<file path="src/rtl/volume_meter_param.sv">
`default_nettype none
// ============================================================================
// Module   : volume_meter_param
// Brief    : Windowed peak-to-peak mic volume meter with linear, log2 and
//            decaying peak-hold readings.
// Revision : 1.0 - initial release
// ============================================================================
module volume_meter_param #(
    parameter int SAMPLE_W    = 12,
    parameter int WINDOW_LOG2 = 8,
    parameter int LOWRES_W    = 4,
    parameter int HIRES_W     = 8,
    parameter int LOG_W       = 4,
    parameter int DECAY_LOG2  = 4
) (
    input  logic                clk_in,
    input  logic                rst_n,
    input  logic                clear,
    input  logic                sample_en,
    input  logic [SAMPLE_W-1:0] mic_in,
    output logic [LOWRES_W-1:0] volume_out_lowres,
    output logic [HIRES_W-1:0]  volume_out_hires,
    output logic [LOG_W-1:0]    volume_out_log,
    output logic [HIRES_W-1:0]  peak_hold_hires,
    output logic [SAMPLE_W-1:0] pp_raw,
    output logic                vol_valid
);

    logic [WINDOW_LOG2-1:0] cnt_q, cnt_d;
    logic                   first_q, first_d;
    logic [SAMPLE_W-1:0]    max_q, max_d, min_q, min_d;
    logic [SAMPLE_W-1:0]    pp_q, pp_d;
    logic [LOWRES_W-1:0]    lowres_q, lowres_d;
    logic [HIRES_W-1:0]     hires_q, hires_d;
    logic [LOG_W-1:0]       log_q, log_d;
    logic [HIRES_W-1:0]     peak_q, peak_d;
    logic [DECAY_LOG2:0]    decay_q, decay_d;
    logic                   valid_q, valid_d;

    logic [SAMPLE_W-1:0]    w_max_new, w_min_new, w_pp_new;
    logic [HIRES_W-1:0]     w_hires_new, w_peak_dec;

    // Bit-length of (pp-1); pp=0 maps to 0 rather than the wrapped all-ones length.
    function automatic logic [LOG_W-1:0] f_log(input logic [SAMPLE_W-1:0] pp);
        logic [SAMPLE_W-1:0] m;
        f_log = '0;
        m     = pp - SAMPLE_W'(1);
        for (int i = 0; i < SAMPLE_W; i++) begin
            if (m[i]) f_log = LOG_W'(i + 1);
        end
        if (pp == '0) f_log = '0;
    endfunction

    always_comb begin
        w_max_new   = (first_q || mic_in > max_q) ? mic_in : max_q;
        w_min_new   = (first_q || mic_in < min_q) ? mic_in : min_q;
        w_pp_new    = w_max_new - w_min_new;
        w_hires_new = w_pp_new[SAMPLE_W-1 -: HIRES_W];
        w_peak_dec  = peak_q - HIRES_W'(1);

        cnt_d    = cnt_q;
        first_d  = first_q;
        max_d    = max_q;
        min_d    = min_q;
        pp_d     = pp_q;
        lowres_d = lowres_q;
        hires_d  = hires_q;
        log_d    = log_q;
        peak_d   = peak_q;
        decay_d  = decay_q;
        valid_d  = 1'b0;

        if (clear) begin
            cnt_d   = '0;
            first_d = 1'b1;
            decay_d = '0;
            peak_d  = '0;
        end else if (sample_en) begin
            max_d   = w_max_new;
            min_d   = w_min_new;
            first_d = 1'b0;
            cnt_d   = cnt_q + WINDOW_LOG2'(1);
            if (&cnt_q) begin
                pp_d     = w_pp_new;
                lowres_d = w_pp_new[SAMPLE_W-1 -: LOWRES_W];
                hires_d  = w_hires_new;
                log_d    = f_log(w_pp_new);
                valid_d  = 1'b1;
                first_d  = 1'b1;
                if (w_hires_new >= peak_q) begin
                    peak_d  = w_hires_new;
                    decay_d = '0;
                end else if (!decay_q[DECAY_LOG2]) begin
                    // Top bit set means the dwell count has reached 2^DECAY_LOG2.
                    decay_d = decay_q + (DECAY_LOG2+1)'(1);
                end else begin
                    peak_d = (w_peak_dec > w_hires_new) ? w_peak_dec : w_hires_new;
                end
            end
        end
    end

    always_ff @(posedge clk_in) begin
        if (!rst_n) begin
            cnt_q    <= '0;
            first_q  <= 1'b1;
            max_q    <= '0;
            min_q    <= '0;
            pp_q     <= '0;
            lowres_q <= '0;
            hires_q  <= '0;
            log_q    <= '0;
            peak_q   <= '0;
            decay_q  <= '0;
            valid_q  <= 1'b0;
        end else begin
            cnt_q    <= cnt_d;
            first_q  <= first_d;
            max_q    <= max_d;
            min_q    <= min_d;
            pp_q     <= pp_d;
            lowres_q <= lowres_d;
            hires_q  <= hires_d;
            log_q    <= log_d;
            peak_q   <= peak_d;
            decay_q  <= decay_d;
            valid_q  <= valid_d;
        end
    end

    assign volume_out_lowres = lowres_q;
    assign volume_out_hires  = hires_q;
    assign volume_out_log    = log_q;
    assign peak_hold_hires   = peak_q;
    assign pp_raw            = pp_q;
    assign vol_valid         = valid_q;

endmodule
`default_nettype wire

</file>
<file path="config.mk">
export PLATFORM = sky130hd
export DESIGN_NAME = volume_meter_param
export DESIGN_NICKNAME = d
export VERILOG_FILES = /design/src/rtl/volume_meter_param.sv
export SDC_FILE = /design/constraint.sdc
export NUM_CORES = 1
export LEC_CHECK = 0
export ABC_AREA = 1
export CAP_MARGIN = 25
export CORE_ASPECT_RATIO = 1.5
export CORE_UTILIZATION = 63
export DETAILED_ROUTE_END_ITERATION = 12
export PLACE_DENSITY = 0.9
export SKIP_LAST_GASP = 1
export SYNTH_ARGS = -nofsm -noshare
export SYNTH_HDL_FRONTEND = slang
export SYNTH_SLANG_ARGS = --single-unit
</file>
<file path="constraint.sdc">
create_clock -name clk_in -period 11.5 [get_ports clk_in]
set_input_delay 2.3 -clock clk_in [delete_from_list [all_inputs] [get_ports clk_in]]
set_output_delay 2.3 -clock clk_in [all_outputs]
set_load 0.05 [all_outputs]
</file>
* Word-level counts from Yosys, hierarchy flattened
Index checks and enable logic that the tools add are counted.
** Word-level totals
- Input port bits :: 16
- Register bits after elaboration :: 75
- Logic and storage cells :: 58
- Output and inout port bits :: 37
** Operators by class
- Reduce and logical (&&, ||, !) cells :: 12
- Muxes and demuxes :: 21
- Bitwise operators :: 3
- Add/sub/neg operators :: 5
- Equal/unequal tests :: 1
- Order comparisons :: 4
** Operators by type and width (count)
- $mux W4 :: 12
- $reduce_and A10 Y1 :: 3
- $mux W12 :: 2
- $mux W8 :: 3
- $gt A12 B12 Y1 :: 1
- $logic_not A12 Y1 :: 1
- $lt A12 B12 Y1 :: 1
- $sub A12 B1 Y12 const B :: 1
- $sub A12 B12 Y12 :: 1
- $mux W5 :: 2
- $reduce_and A9 Y1 :: 1
- $add A8 B1 Y8 const B :: 1
- $ge A8 B8 Y1 :: 1
- $gt A8 B8 Y1 :: 1
- $reduce_and A8 Y1 :: 1
- $sub A8 B1 Y8 const B :: 1
- $add A5 B1 Y5 const B :: 1
- $not A1 Y1 :: 3
- $reduce_or A3 Y1 :: 1
- $logic_or A1 B1 Y1 :: 2
- $mux W1 :: 2
- $ne A2 B1 Y1 const B :: 1
- $reduce_and A2 Y1 :: 1
- $reduce_bool A2 Y1 :: 1
- $reduce_or A2 Y1 :: 1

* Depth between registers and ports, before layout
Gate-level depths: netlist of run 1.
- Depth after elaboration :: 18
- Gate-level depth with buffers :: 37
- Gate-level depth less buffers :: 36

* Least setup slack after synthesis of run 1
OpenSTA, ideal clock, no wires.
- Path type :: input to register
- Start :: in mic_in[11]
- End :: reg peak_q[7] (netlist: peak_hold_hires[7])
- Stages on the path :: 33
- Data arrival time :: 6.425 ns
- Setup slack :: 4.980 ns
- Library setup time :: 0.095 ns
- Data required time :: 11.405 ns
- Buffers on the path :: 2
- Cells stage by stage :: ha_1 > nand2_1 > inv_2 > nand2_2 > nor2_4 > nand2_1 > nand3_2 > nand2_2 > nand2_4 > clkbuf_1 > nand2_1 > o21ai_0 > ha_1 > inv_1 > fa_1 > a21oi_1 > o21bai_1 > nand2_1 > nand3b_2 > nand2_2 > nand4_1 > nand2_1 > nand2_1 > nand2_1 > ha_1 > nand2_1 > nor2_1 > nand4_1 > nand3_1 > o21ai_1 > clkbuf_1 > a21oi_1 > a221oi_1
** Between the ends
- Cells in the longest elaborated chain, start to end :: 8
- Elaborated cells between the ends (all ways) :: 14
- Classes of those cells :: add/sub: 1; order compare: 4; mux: 5; reduce/logical: 4
** RTL lines
- start, declared :: line 20 : input logic [SAMPLE_W-1:0] mic_in,
- $gt A12 B12 Y1 or $lt A12 B12 Y1 (tied branches) :: line 55, 56
- $logic_or A1 B1 Y1, on equally long branches :: line 55, 56
- $mux W12, on equally long branches :: line 55, 56
- $sub A12 B12 Y12 * :: line 57 : w_pp_new = w_max_new - w_min_new;
- named net w_pp_new[10] :: line 40 : logic [SAMPLE_W-1:0] w_max_new, w_min_new, w_pp_new;
- $gt A8 B8 Y1 :: line 97 : peak_d = (w_peak_dec > w_hires_new) ? w_peak_dec : w_hires_new;
- $mux W8 :: line 97
- $mux W8 :: line 93 : end else if (!decay_q[DECAY_LOG2]) begin
- $mux W8 :: line 90 : if (w_hires_new >= peak_q) begin
- end signal, assigned :: line 125 : peak_q <= peak_d;
- end, declared :: line 36 : logic [HIRES_W-1:0] peak_q, peak_d;
The timed path passes the listed nets; every way through them passes the cells marked *. The select of a mux whose other input is x is not followed.
A chain may end at the register's enable or synchronous reset.

* Worst setup path after layout of run 1
- Start :: in mic_in[9]
- End :: reg peak_q[6] (netlist: peak_hold_hires[6])
** Between the ends
- Cells in the longest elaborated chain, start to end :: 8
- Elaborated cells between the ends (all ways) :: 14
- Classes of those cells :: add/sub: 1; order compare: 4; mux: 5; reduce/logical: 4
** RTL lines
- $gt A12 B12 Y1 * :: line 55 : w_max_new = (first_q || mic_in > max_q) ? mic_in : max_q;
- $logic_or A1 B1 Y1 * :: line 55
- $mux W12 * :: line 55
- named net w_max_new[1] :: line 40
- $sub A12 B12 Y12 * :: line 57
- named net w_pp_new[10] :: line 40
- $gt A8 B8 Y1 :: line 97
- $mux W8 :: line 97
- $mux W8 :: line 93
- $mux W8 :: line 90
Marked as above.

==> results of run 1 <==
==> registers in the layout (all words and copies together), names as in the netlist <==
name / count
min_q: 12
decay_q: 5
max_q: 12
volume_out_log: 4
vol_valid: 1
peak_hold_hires: 8
cnt_q: 8
pp_raw: 12
first_q: 1
==> per-stage QoR <==
| step | hold WS [ps] | setup slack [ps] | power, uW | utilization |
|---|---|---|---|---|
| floorplan | 448 | 4980 | 427 | - |
| detailed placement | 474 | 3660 | 484 | 0.725 |
| finish | 479 | 3850 | 780 | 0.767 |
| CTS | 482 | 3980 | 778 | 0.767 |
| global placement | 456 | 3930 | 476 | 0.725 |
| global route | 492 | 3350 | 826 | 0.767 |
==> worst min-delay path by stage <==
| stage | start | endpoint | slack (ps) | cells past startpoint |
|---|---|---|---|---|
| global route | volume_out_log[1] | volume_out_log[1] | 490 | 2 |
| CTS | volume_out_log[2] | volume_out_log[2] | 480 | 2 |
| detailed placement | volume_out_log[1] | volume_out_log[1] | 470 | 2 |
| finish | volume_out_log[2] | volume_out_log[2] | 480 | 2 |
| global placement | volume_out_log[3] | volume_out_log[3] | 460 | 2 |
| floorplan | decay_q[0] | decay_q[0] | 450 | 1 |
==> worst max-delay path, delay by kind of cell <==
kind	cells	cell delay, ps
compound gates	7	2260
buf+inv	1	480
fa+ha+maj	3	910
simple gates	16	1910
==> routing by layer <==
layer	wire length, um	up-vias	track usage
li1	-	2514	-
met1	4910	2295	0.318
met2	6720	164	0.585
met3	541	51	0.0592
met4	623	0	0.184
met5	0	-	0
==> cell families after synthesis <==
logic type      share of synthesized area
buf+inv                             0.126
simple gates                        0.297
xor+xnor                           0.0221
flops                               0.248
compound gates                      0.165
fa+ha+maj                           0.142
==> power groups by stage <==
stage	clock [uW]	combinational [uW]	sequential (uW)
floorplan	0	197	230
finish	294	260	226
detailed placement	0	254	231
global route	305	295	226
CTS	295	257	226
global placement	0	246	230
==> synthesized netlist by cell type, drive strengths merged, types with 4 or more instances <==
cell type  instances  area share
dfxtp             63        0.25
nand3             42       0.051
nand4             14       0.018
o211ai             9       0.013
a21oi             74       0.075
ha                56        0.14
xor2               8       0.014
buf               14       0.019
nand2            192        0.16
a221oi             8       0.014
inv              129       0.096
nor2              44       0.044
nor3              10      0.0098
clkbuf            15       0.011
xnor2              4      0.0084
o21ai             54       0.053
==> final cells by class <==
class,count,area share
clock inverters,7,0.0163
repair buffers,53,0.0893
flip-flops and latches,63,0.213
well taps,102,0.0216
multi-input cells,529,0.539
clock buffers,9,0.0381
inverters,129,0.0828
==> flow_summary.yaml, run 1 <==
run_status:
  run_status: "finished, final reports clean"
timing:
  period_needed_ps: 7650
  fmax_mhz: 131
  drv_slew: 0
  slew_headroom: 0.343
  final.setup.tns_ps: 0
  hold_viol_final: 0
  worst_pin_slew_ps: 978
  setup_violations: 0
  finalClockSkew_ps: 6.62
  rsz0062_at_grt: "no"
  min_period_over_period: 0.666
global_route:
  grt_pass1_vias: 5003
  grt_usage: 0.319
  grt_pass1_wl_mm: 21.0
  grt_max_degree: 49
  antenna_found_initial: 0
  grt_remaining_overflow: 0
yosys:
  synth_seq_cells: 63
  syn_area_per_cell_um2: 6.78
  synth_edf_count: 0
  ys_types: 43
  synth_cells: 750
  yosysWarnings: 0
  syn-num-nets: 823
  ys_async_sr_fraction: 0
  synth_flop_cell: "dfxtp_1"
  synth-seq-area-share: 0.248
  synth_area_um2: 5090
finish:
  final_cell_mix: "nand2_1, inv_1, a21oi_1, dfxtp_1, ha_1"
  final_common_cell: "nand2_1"
  layout-drive-gt1-share: 0.0949
  antenna_cells: 0
  fin_cells: 892
  seq_area_um2: 1260
  fillers: 620
  multiInputGateArea_um2: 3180
  area_growth_pct: 16.2
  fin_nets: 858
  final_area_um2: 5910
job:
  maxCapViolations: 0
route:
  vias: 5024
  drc: 0
  dr.pass1.iters: 5
  via_per_inst: 5.63
  detail_route.iter0.violations: 248
  routed_wirelength_mm: 12.8
  routedWlPerCell_um: 14.3
  drtAntennaViolNets: 0
clock_network:
  clock_latency_ps: 340
  clockBufferDepth: 2
  cts-resized-gates: 0
  hold_buffers: 0
  cts_buffers: 9
  cts_setup_buffers: 0
  cts.sink_count: 63
  cts_max_level: 3
  cts_tree: "built"
  root_buffer: "clkbuf_16"
  cts.clk_slew.worst_paths_ps: 50
floorplanning:
  core_area_um2: 7710
  die-area_um2: 8450
  io-pin-count: 53
  core.rowCount: 39
  initial_utilization: 0.660
  die_w_um: 75.4
  die_h_um: 112
setup_path:
  rr_startpoint: "min_q[7]"
  worstPathRequired_ps: 11730
  end_kind: "flop"
  worstRegToRegCells: 30
  critPathLaunchType: "primary input"
  regToRegSetupSlack_ps: 5940
  crit_start: "mic_in[9]"
  critical_path_class: "in -> reg"
  max_stage_delay_ps: 810
  crit_end: "peak_hold_hires[6]"
  critical_path.slowest_cell: "o21ai_1"
  reg2reg_to: "peak_hold_hires[6]"
  cpMostUsedCell: "nand2_1"
  critPathArrivalTime_ps: 7880
  crit_fanout: 24
power:
  pwr-share-clk: 0.377
  pwr-share-seq: 0.290
  irDropWorstVdd_mv: 0.122
  comb_power_share: 0.334
  power.density_nw_per_um2: 132
  power.internal_uw: 501
  leakage_uw: 0.00287
  p_sw_frac: 0.358
  p_sw_uw: 280
placement:
  hpwl_mm: 9.66
  dp_cells: 876
  placed_area_um2: 5590
  place_congestion: 1.03
  io_buffers: 52
worst_hold_path:
  hp-class: "reg -> reg"
No activity file was read; power rests on OpenSTA's default activity.
==> run 2, diff against run 1 <==
Settings changed: CORE_UTILIZATION 63 to 58, PLACE_DENSITY 0.9 to 0.84.
Clock period 11.5 ns to 7.25 ns, I/O delays scaled along.
==> run 2 against run 1 <==
Compared with the run above:
- first-iteration DRC count down 14%
- design area up 0.40%
- register-to-register slack worse by 4000 ps
- combinational power up 56%
- sequential power up 59%
- critical path depth up 3
- largest cell class unchanged
==> flow_summary.yaml, run 2 (same netlist as run 1, synthesis figures left out) <==
floorplanning:
  die_w_um: 78.5
  core_area_um2: 8460
  initial_utilization: 0.601
  die_h_um: 117
  io-pin-count: 53
  die-area_um2: 9160
  core.rowCount: 41
timing:
  setup_ws_ps: 702
  min_period_over_period: 0.903
  period_needed_ps: 6550
  fmax_mhz: 153
  rsz0062_at_grt: "no"
  worst_pin_slew_ps: 797
  finalClockSkew_ps: 9.22
  hold_viol_final: 0
  final.setup.tns_ps: 0
  slew_headroom: 0.467
  setup_violations: 0
  drv_slew: 0
worst_hold_path:
  hp-class: "reg -> reg"
  whs_endpoint: "volume_out_log[2]"
  min-delay-start: "volume_out_log[2]"
  holdPathStages: 2
setup_path:
  max_stage_delay_ps: 480
  worstRegToRegCells: 30
  regToRegSetupSlack_ps: 1980
  critical_path_class: "in -> reg"
  critPathLaunchType: "primary input"
  critPathArrivalTime_ps: 6790
  end_kind: "flop"
  cpMostUsedCell: "nand2_1"
  reg2reg_to: "peak_hold_hires[7]"
  worstPathRequired_ps: 7490
  crit_fanout: 24
  rr_startpoint: "min_q[9]"
  critical_path.slowest_cell: "clkdlybuf4s50_1"
global_route:
  grt_pass1_wl_mm: 19.9
  grt_remaining_overflow: 0
  antenna_found_initial: 0
  grt_max_degree: 49
  grt_pass1_vias: 4590
  grt_usage: 0.277
placement:
  pre_cts_ws_ps: 376
  hpwl_mm: 9.26
  io_buffers: 52
  placed_area_um2: 5610
  place_congestion: 0.938
  dp_cells: 883
finish:
  layout-drive-gt1-share: 0.0960
  antenna_cells: 0
  fin_nets: 860
  final_cell_mix: "nand2_1, inv_1, a21oi_1, dfxtp_1, ha_1"
  area_growth_pct: 16.6
  final_area_um2: 5940
  final_common_cell: "nand2_1"
  fillers: 745
  fin_cells: 899
clock_network:
  cts-resized-gates: 0
  clock_latency_ps: 340
  cts.clk_slew.worst_paths_ps: 50
  root_buffer: "clkbuf_16"
  cts_max_level: 3
  hold_buffers: 0
  cts_setup_buffers: 0
  clockBufferDepth: 2
  cts_tree: "built"
  cts.sink_count: 63
  cts_buffers: 9
route:
  via_per_inst: 5.34
  vias: 4802
  routedWlPerCell_um: 13.1
  drtAntennaViolNets: 0
  dr.pass1.iters: 4
  detail_route.iter0.violations: 214
  routed_wirelength_mm: 11.8
  drc: 0
power:
  irDropWorstVdd_mv: 0.170
  leakage_uw: 0.00287
  power.density_nw_per_um2: 207
run_status:
  run_status: "finished, final reports clean"
job:
  maxCapViolations: 0
-- run 2: changes by cell type in the layout (fill, tap and decap cells not counted), sizes merged --
| cell | delta |
|---|---|
| buf | +2 |
| clkbuf | +2 |
| clkinv | -2 |
| clkinvlp | +1 |
| inv | -1 |
-- run 2: routing by layer --
layer | share of wire | track usage
met5 | 0 | 0
met4 | 0.044 | 0.164
met3 | 0.035 | 0.0422
met2 | 0.51 | 0.523
met1 | 0.41 | 0.288
-- run 2: report_power, final --
group | leakage [uW] | total [uW] | internal [uW] | switching (uW)
clock network | 0.000156 | 466 | 310 | 156
registers | 0.000512 | 359 | 355 | 3.20
logic | 0.00221 | 405 | 139 | 267
total | 0.00287 | 1230 | 804 | 426
-- run 2: worst max-delay path: cells and delay by family --
kind | cells | cell delay, ps
buffers and inverters | 4 | 1010
and+or+nand+nor | 16 | 1900
AOI/OAI and AO/OA | 6 | 1180
adders and majority gates | 4 | 1220
-- run 2: layout make-up --
class | instances | area, um^2 | share of cell area
multi-input cells | 529 | 3180 | 0.536
clock inverters | 5 | 81.3 | 0.0137
well taps | 107 | 134 | 0.0226
clock buffers | 11 | 243 | 0.0409
flip-flops and latches | 63 | 1260 | 0.212
repair buffers | 55 | 543 | 0.0915
inverters | 129 | 489 | 0.0824
-- run 2: how the worst max path moves through the flow --
stage          startpoint                  to  slack (ps)
2_1_floorplan  mic_in[11]  peak_hold_hires[7]        1580
3_3_place_gp   mic_in[11]  peak_hold_hires[7]         490
3_5_place_dp   mic_in[11]  peak_hold_hires[7]         380
4_1_cts        mic_in[11]  peak_hold_hires[7]         730
5_1_grt        mic_in[11]  peak_hold_hires[4]         130
6_report       mic_in[11]  peak_hold_hires[7]         700
-- run 2: stage by stage --
step	total power, uW	util	hold slack (ps)
final	1230	0.701	478
after global routing	1310	0.701	505
after CTS	1240	0.701	476
after detailed placement	767	0.663	469
after global placement	757	0.663	456
after floorplan	678	-	448
